===== src/rtl/rf_pkg.sv =====
// Shared defaults for the general-purpose register file.
package rf_pkg;

    localparam int unsigned DATA_W_DEF  = 32;
    localparam int unsigned ADDR_W_DEF  = 4;
    localparam int unsigned OUT_W_DEF   = 16;
    localparam int unsigned OUT_IDX_DEF = 1;
    localparam int unsigned REG_ZERO    = 0;

endpackage


===== src/rtl/rf_read_port.sv =====
// One read port: index decode, write-data bypass and busy (pending-write) check.
module rf_read_port
    import rf_pkg::*;
#(
    parameter int unsigned DATA_W  = DATA_W_DEF,
    parameter int unsigned ADDR_W  = ADDR_W_DEF,
    parameter int unsigned NREGS   = 2 ** ADDR_W,
    parameter int unsigned ZERO_R0 = 1,
    parameter int unsigned BYPASS  = 1
) (
    input  logic [ADDR_W-1:0]             src_i,
    input  logic                          wr_en_i,
    input  logic [ADDR_W-1:0]             dst_i,
    input  logic [DATA_W-1:0]             wdata_i,
    input  logic [NREGS-1:0][DATA_W-1:0]  regs_i,
    input  logic [NREGS-1:0]              busy_i,
    output logic [DATA_W-1:0]             data_o,
    output logic                          hit_o
);

    logic fwd;

    // A same-cycle write to the source both supplies the data and resolves the pending write.
    assign fwd = (BYPASS != 0) && wr_en_i && (dst_i == src_i);

    always_comb begin
        hit_o = busy_i[src_i] && !fwd;
        if ((ZERO_R0 != 0) && (src_i == ADDR_W'(REG_ZERO))) begin
            data_o = '0;
        end else if (fwd) begin
            data_o = wdata_i;
        end else begin
            data_o = regs_i[src_i];
        end
    end

endmodule


===== src/rtl/param_register_bank.sv =====
// Register file: two registered read ports, one write port, busy scoreboard with read
// stall, optional hardwired-zero r0 and a mirrored output of one register.
module param_register_bank
    import rf_pkg::*;
#(
    parameter int unsigned DATA_W  = DATA_W_DEF,
    parameter int unsigned ADDR_W  = ADDR_W_DEF,
    parameter int unsigned OUT_W   = OUT_W_DEF,
    parameter int unsigned OUT_IDX = OUT_IDX_DEF,
    parameter int unsigned ZERO_R0 = 1,
    parameter int unsigned BYPASS  = 1
) (
    input  logic              clk,
    input  logic              reset,
    input  logic              rd_en,
    input  logic [ADDR_W-1:0] src1,
    input  logic [ADDR_W-1:0] src2,
    input  logic              wr_en,
    input  logic [ADDR_W-1:0] dst,
    input  logic [DATA_W-1:0] wdata,
    input  logic              rsv_en,
    input  logic [ADDR_W-1:0] rsv_dst,
    output logic [DATA_W-1:0] a,
    output logic [DATA_W-1:0] b,
    output logic              rd_valid,
    output logic              stall,
    output logic [OUT_W-1:0]  out
);

    localparam int unsigned NREGS = 2 ** ADDR_W;

    logic [NREGS-1:0][DATA_W-1:0] regs_q;
    logic [NREGS-1:0]             busy_q, busy_d;
    logic [DATA_W-1:0]            a_q, b_q;
    logic                         rd_valid_q;
    logic [OUT_W-1:0]             out_q;

    logic [DATA_W-1:0] data1, data2;
    logic              hit1, hit2;
    logic              wr_ok, rsv_ok, rd_ok;

    rf_read_port #(
        .DATA_W  (DATA_W),
        .ADDR_W  (ADDR_W),
        .NREGS   (NREGS),
        .ZERO_R0 (ZERO_R0),
        .BYPASS  (BYPASS)
    ) u_port_a (
        .src_i   (src1),
        .wr_en_i (wr_en),
        .dst_i   (dst),
        .wdata_i (wdata),
        .regs_i  (regs_q),
        .busy_i  (busy_q),
        .data_o  (data1),
        .hit_o   (hit1)
    );

    rf_read_port #(
        .DATA_W  (DATA_W),
        .ADDR_W  (ADDR_W),
        .NREGS   (NREGS),
        .ZERO_R0 (ZERO_R0),
        .BYPASS  (BYPASS)
    ) u_port_b (
        .src_i   (src2),
        .wr_en_i (wr_en),
        .dst_i   (dst),
        .wdata_i (wdata),
        .regs_i  (regs_q),
        .busy_i  (busy_q),
        .data_o  (data2),
        .hit_o   (hit2)
    );

    assign wr_ok  = wr_en && !((ZERO_R0 != 0) && (dst == ADDR_W'(REG_ZERO)));
    assign rsv_ok = rsv_en && !((ZERO_R0 != 0) && (rsv_dst == ADDR_W'(REG_ZERO)));
    assign stall  = rd_en && (hit1 || hit2);
    assign rd_ok  = rd_en && !stall;

    // Reservation is applied after the write clear so a new reservation wins.
    always_comb begin
        busy_d = busy_q;
        if (wr_en) begin
            busy_d[dst] = 1'b0;
        end
        if (rsv_ok) begin
            busy_d[rsv_dst] = 1'b1;
        end
    end

    always_ff @(posedge clk) begin
        if (reset) begin
            regs_q     <= '0;
            busy_q     <= '0;
            a_q        <= '0;
            b_q        <= '0;
            rd_valid_q <= 1'b0;
            out_q      <= '0;
        end else begin
            busy_q     <= busy_d;
            rd_valid_q <= rd_ok;
            if (wr_ok) begin
                regs_q[dst] <= wdata;
                if (dst == ADDR_W'(OUT_IDX)) begin
                    out_q <= wdata[OUT_W-1:0];
                end
            end
            if (rd_ok) begin
                a_q <= data1;
                b_q <= data2;
            end
        end
    end

    assign a        = a_q;
    assign b        = b_q;
    assign rd_valid = rd_valid_q;
    assign out      = out_q;

endmodule


===== config.mk =====
export PLATFORM = sky130hd
export DESIGN_NAME = param_register_bank
export DESIGN_NICKNAME = d
export VERILOG_FILES = /design/src/rtl/rf_pkg.sv /design/src/rtl/rf_read_port.sv /design/src/rtl/param_register_bank.sv
export SDC_FILE = /design/constraint.sdc
export NUM_CORES = 2
export LEC_CHECK = 0
export ABC_AREA = 1
export CELL_PAD_IN_SITES_DETAIL_PLACEMENT = 1
export CELL_PAD_IN_SITES_GLOBAL_PLACEMENT = 1
export CORE_MARGIN = 4
export CORE_UTILIZATION = 39
export DETAILED_ROUTE_END_ITERATION = 10
export PLACE_DENSITY_LB_ADDON = 0.2
export SETUP_SLACK_MARGIN = 0.02
export SLEW_MARGIN = 10
export SYNTH_ARGS = -nofsm -noshare
export SYNTH_HDL_FRONTEND = slang
export SYNTH_SLANG_ARGS = --single-unit

===== constraint.sdc =====
create_clock -name clk -period 1.65 [get_ports clk]
set_input_delay 0.2475 -clock clk [delete_from_list [all_inputs] [get_ports clk]]
set_output_delay 0.2475 -clock clk [all_outputs]
set_load 0.01 [all_outputs]

**Word-level counts from Yosys, hierarchy flattened**

Index checks and enable logic that the tools add are counted.

- Bits in registers: 609
- Input bits: 53
- Output and inout bits: 82
- Word-level logic and storage cells: 75

- Magnitude comparators: 6
- Equal/unequal tests: 3
- Muxes and demuxes: 21
- Bitwise operators: 3
- Reduce and logical (&&, ||, !) cells: 21

Operators with widths:

| kind | count |
|---|---|
| bitwise mux 512 bit | 1 |
| binary-select mux 32 bit (select 4 bit) | 2 |
| 2-to-1 mux 32 bit | 7 |
| demux 32 bit (select 4 bit) | 1 |
| 2-to-1 mux 16 bit | 2 |
| < comparator 4 x 5 -> 1 bit, second input constant | 4 |
| bitwise AND 16 bit | 1 |
| zero test 4 bit | 4 |
| inverter 16 bit | 1 |
| bitwise OR 16 bit | 1 |
| logical AND 1 bit | 10 |
| binary-select mux 1 bit (select 4 bit) | 2 |
| demux 1 bit (select 4 bit) | 2 |
| == test 4 bit | 2 |
| >= comparator 4 x 1 -> 1 bit, second input constant | 2 |
| zero test 1 bit | 5 |
| == test 4 x 1 -> 1 bit, second input constant | 1 |
| 2-to-1 mux 1 bit | 4 |
| AND reduction 2 bit | 1 |
| logical OR 1 bit | 1 |

**Logic depth before layout (Yosys ltp)**

- Word-level depth: 9
- Gate-level depth with buffers: 17
- Depth with buffers taken out: 13

**Hierarchy**

A second synthesis with hierarchy kept.

- Cell total of the unflattened synthesis: 6251
- Area, all modules: 35226.3 um^2

Modules (own cells, without submodules):

| module | times used | cells an instance | area each (um^2) | sequential area each (um^2) |
|---|---|---|---|---|
| param_register_bank | 1 | 2639 | 20482.1 | 11871.4 |
| rf_read_port | 2 | 1806 | 7372.1 | 0.0 |

**Worst setup path before layout**

OpenSTA, ideal clock, no wires.

- Path type: input to output
- From: in src2[0]
- To: out stall
- Arrival: 1523 ps
- Required time: 1402 ps
- Slack: -120 ps
- Stages on the path: 13
- Path buffers: 3
- Cells stage by stage: buf_4 inv_2 buf_6 nand2_1 nand3_1 nand2_1 nand2_1 nand2_1 inv_2 nand2_1 nand2_4 clkbuf_1 a21boi_0

- Cells in the longest elaborated chain, start to end: 6
- Elaborated cells on any way between the ends: 8
- Classes of those cells: eq/ne: 1; mux: 2; reduce/logical: 5

RTL lines:

| item | RTL line | text |
|---|---|---|
| from (decl) | param_register_bank.sv:17 | `input logic [ADDR_W-1:0] src2,` |
| parallel branches: the longest is 3 deep, another holds binary-select mux 1 bit (select 4 bit) | n/a |  |
| logical AND 1 bit (*) | rf_read_port.sv:27 | `hit_o = busy_i[src_i] && !fwd;` |
| logical OR 1 bit (*) | param_register_bank.sv:78 | `assign stall = rd_en && (hit1 \|\| hit2);` |
| logical AND 1 bit (*) | param_register_bank.sv:78 |  |
| to (decl) | param_register_bank.sv:26 | `output logic stall,` |

Every way passes the cells marked *. The select of a mux whose other input is x is not followed.

**Final worst setup path**

- From: reg busy_q[8]
- To: out stall

- Cells in the longest elaborated chain, start to end: 5
- Elaborated cells on any way between the ends: 8
- Classes of those cells: mux: 4; reduce/logical: 4

RTL lines:

| item | RTL line | text |
|---|---|---|
| from (decl) | param_register_bank.sv:33 | `logic [NREGS-1:0] busy_q, busy_d;` |
| from (signal assigned) | param_register_bank.sv:101 | `busy_q <= busy_d;` |
| binary-select mux 1 bit (select 4 bit) | rf_read_port.sv:27 |  |
| 2-to-1 mux 1 bit (implied by the code) | rf_read_port.sv:27 |  |
| logical AND 1 bit | rf_read_port.sv:27 |  |
| logical OR 1 bit (*) | param_register_bank.sv:78 |  |
| logical AND 1 bit (*) | param_register_bank.sv:78 |  |

Mark *: on every way between the ends. The rest lies on a longest branch, timed or not. The select of a mux whose other input is x is not followed.

==> results.toml <==
[critical_path]
max_stage_delay_ps = 350
endpoint_kind = "output port"
critPathLaunchType = "flip-flop"
crit_chain = "inv_1, nand2_1, nand3_1, nand3_2, nand3_2, nand2_2, nand2_4, a21boi_4, buf_6, buf_6"
crit_type = "flip-flop to output port"
cp.required_ps = 1400
crit_slowest_cell = "dfxtp_1"
path_max_fanout = 2
arrival_ps = 2020

[finish]
multi_input_area_sq_um = 16700
syn_to_final_growth_pct = 23.9
register_area_sq_um = 11900
layout-drive-gt1-share_pct = 13.5
final_util_pct = 48.8
final_nets = 5207
nFillCells = 10600

[placed_design]
pre_cts_ws_ps = -942
io_buffers = 134
place_congestion = 0.876
place_hpwl_microns = 92100

[sta]
layout_worst_path_cycle_share_pct = 137
period_needed_ps = 2270
fmaxAchievable_mhz = 441
relSlewSlack_pct = 48.1
rsz0062_at_grt = "yes"
layout_setup_ws_ps = -618
hold_viol = 0
slew_viol_final = 0
tightest_slew_ps = 779
report.final.setup_viol = 66
fin_skew_ps = 38.0

[clock_tree]
cts_tree = "done"
cts_sinks = 593
cts-root-buf = "clkbuf_16"
htree_num_levels = 3
clkLatencyLatePin_ps = 640
ctsHoldBuffers = 0
path_clk_slew_ps = 60
cts_made_buffers = 73
cts_buffer_depth = 3

[routing]
viasPerCell = 5.78
drc = 0
vias = 36200
wirelength_microns = 148000
firstDrtPassIters = 6
antenna_left = 0
wl_per_cell_microns = 23.6
drt-initial-drc-count = 3389

[floorplan]
start_util_pct = 39.4
ioPinCount = 135
row_count = 104
fp.dieArea_sq_um = 86100
core_sq_um = 80700
dieHeight_microns = 293
die_x_microns = 293

[yosys]
synth.yosys.warnings = 0
ys_types = 25
syn-num-nets = 5123
syn-cell-area_sq_um = 31800
synth.avg_cell_area_sq_um = 6.26
netlist_instances = 5070
synth_top_area_share_pct = 37.4
yosysSeqAreaShare_pct = 37.4
synth_top_cell_by_area = "dfxtp_1"
synth_area_leaders = "dfxtp_1 (37%), nand2_1 (12%), o21ai_0 (12%), a21oi_1 (9.9%), nand3_1 (6.4%)"
synth-seq-cells = 593

[grt]
grt_pass1_vias = 35500
overflow = 0
grt_pass1_wl_microns = 219000
antenna_found_initial = 7
grt_usage_pct = 32.8
grt_max_degree = 107

[power_and_ir_drop]
leakagePower_nw = 17.2
ir_drop_mv = 0.824
power_density_nw_per_um2 = 968

[status]
violations = "setup timing"
status = "complete, but fails checks"

[worst_hold_path]
hp-class = "primary input to flip-flop"

[run]
drv_cap = 0
==> path summary, 6_finish.rpt <==
path / slack [ps] / startpoint / end / cells after the start
max: -620 / busy_q[8]$_SDFF_PP0_ / stall / 10
min: 60 / reset / b[0]$_SDFFE_PP0P_ / 4
max reg2reg: -560 / busy_q[8]$_SDFF_PP0_ / b[31]$_SDFFE_PP0P_ / 17
min reg2reg: 440 / regs_q[10]$_SDFFE_PP0P_ / regs_q[10]$_SDFFE_PP0P_ / 2
==> synthesized netlist by cell type <==
cell type     n
nand2_1    1051
o21ai_0     767
a21oi_1     630
dfxtp_1     593
inv_1       507
nor2_1      484
nand3_1     408
clkbuf_1    271
buf_2       108
o211ai_1    108
buf_1        41
nand4_1      35
buf_4        26
inv_2        13
clkinv_1     10
buf_6         4
nor2_2        4
nand2_4       2
xnor2_1       2
a21boi_0      1
and3_1        1
nand2_2       1
nand3_4       1
nor3_1        1
nor3_2        1
==> final cells by class <==
type | count | share of cell area (%)
Multi-Input combinational cell | 3497 | 42.5
Sequential cell | 593 | 30.3
Timing Repair Buffer | 458 | 12.8
Inverter | 530 | 5.14
Clock inverter | 15 | 0.442
Timing Repair inverter | 1 | 0.0191
Tap cell | 1060 | 3.37
Antenna cell | 2 | 0.0127
Clock buffer | 108 | 5.41
==> layout by cell type, fill, tap and decap left out, types with 15 or more instances in the layout <==
master / Yosys / routed
buf_12: 0 / 90
nor2_4: 0 / 37
dlygate4sd2_1: 0 / 69
dfxtp_1: 593 / 557
a21oi_1: 630 / 630
buf_6: 4 / 22
nor2_1: 484 / 426
o211ai_1: 108 / 108
nand4_1: 35 / 35
nand2_1: 1051 / 971
clkbuf_8: 0 / 15
o21ai_0: 767 / 764
nand2_2: 1 / 40
inv_1: 507 / 458
nor2_2: 4 / 25
inv_2: 13 / 54
clkdlybuf4s50_1: 0 / 40
clkbuf_1: 271 / 19
buf_4: 26 / 203
nand3_1: 408 / 400
nand2_4: 2 / 43
dfxtp_2: 0 / 31
clkbuf_16: 0 / 79
==> power by group <==
group	switching (mW)	total, mW	internal (mW)
clock	6.76	16.1	9.36
sequential	0.348	15.1	14.8
combinational	4.43	6.86	2.42
==> per-stage QoR <==
stage | hold WS (ps) | std cells | TNS (ps) | total power, mW | cell area (sq um)
after detailed placement | 430 | 6104 | -261410 | 21.5 | 35800
after global placement | 423 | 6104 | -240330 | 21.3 | 35800
after CTS | 30.6 | 6237 | -12410 | 37.5 | 38300
final | 59.5 | 6264 | -31270 | 38.1 | 39400
after global routing | 81.1 | 6262 | -36670 | 39.4 | 39400
after floorplan | 410 | 5070 | 0 | 18.6 | 31800
==> cells by family (layout without fill, tap and decap cells) <==
kind of cell              after synthesis  after routing  share of synthesized area, %
and+or+nand+nor                      1989           1989                          25.6
AOI/OAI and AO/OA                    1506           1506                          24.6
buffers and inverters                 980           1112                          12.4
DFF                                   593            593                          37.4
xor gates and xnor gates                2              2                        0.0552
other                                   0              2                             0
==> registers in the layout, summed over array words and instances, names as in the netlist <==
name / cells
a: 32
busy_q: 16
regs_q: 512
b: 32
rd_valid: 1
==> layer usage <==
metal / track usage [%] / vias to the layer above / part of all wire [%] / routed length (microns)
li1: - / 16700 / - / -
met1: 43.3 / 17800 / 42 / 62500
met2: 53.2 / 1382 / 45 / 66900
met3: 5.50 / 373 / 7.7 / 11400
met4: 13.6 / 6 / 4.8 / 7060
met5: 0 / - / 0.027 / 40
==> worst max-delay path: cells and delay by family, from the launching register on <==
family / cells / cell delay (ps)
AO/OA/AOI/OAI: 1 / 200
buffers and inverters: 3 / 310
flip-flops: 1 / 350
AND/OR/NAND/NOR: 6 / 530
==> repair_timing <==
item / CTS / global route
setup buffers: 10 / 23
gates resized for setup: 171 / 274
cloned: 1 / 8
hold endpoints to repair: 0 / 0
pin swaps: 11 / 69
endpoints found under the setup margin: 147 / 121
(Power assumes the default switching activity.)
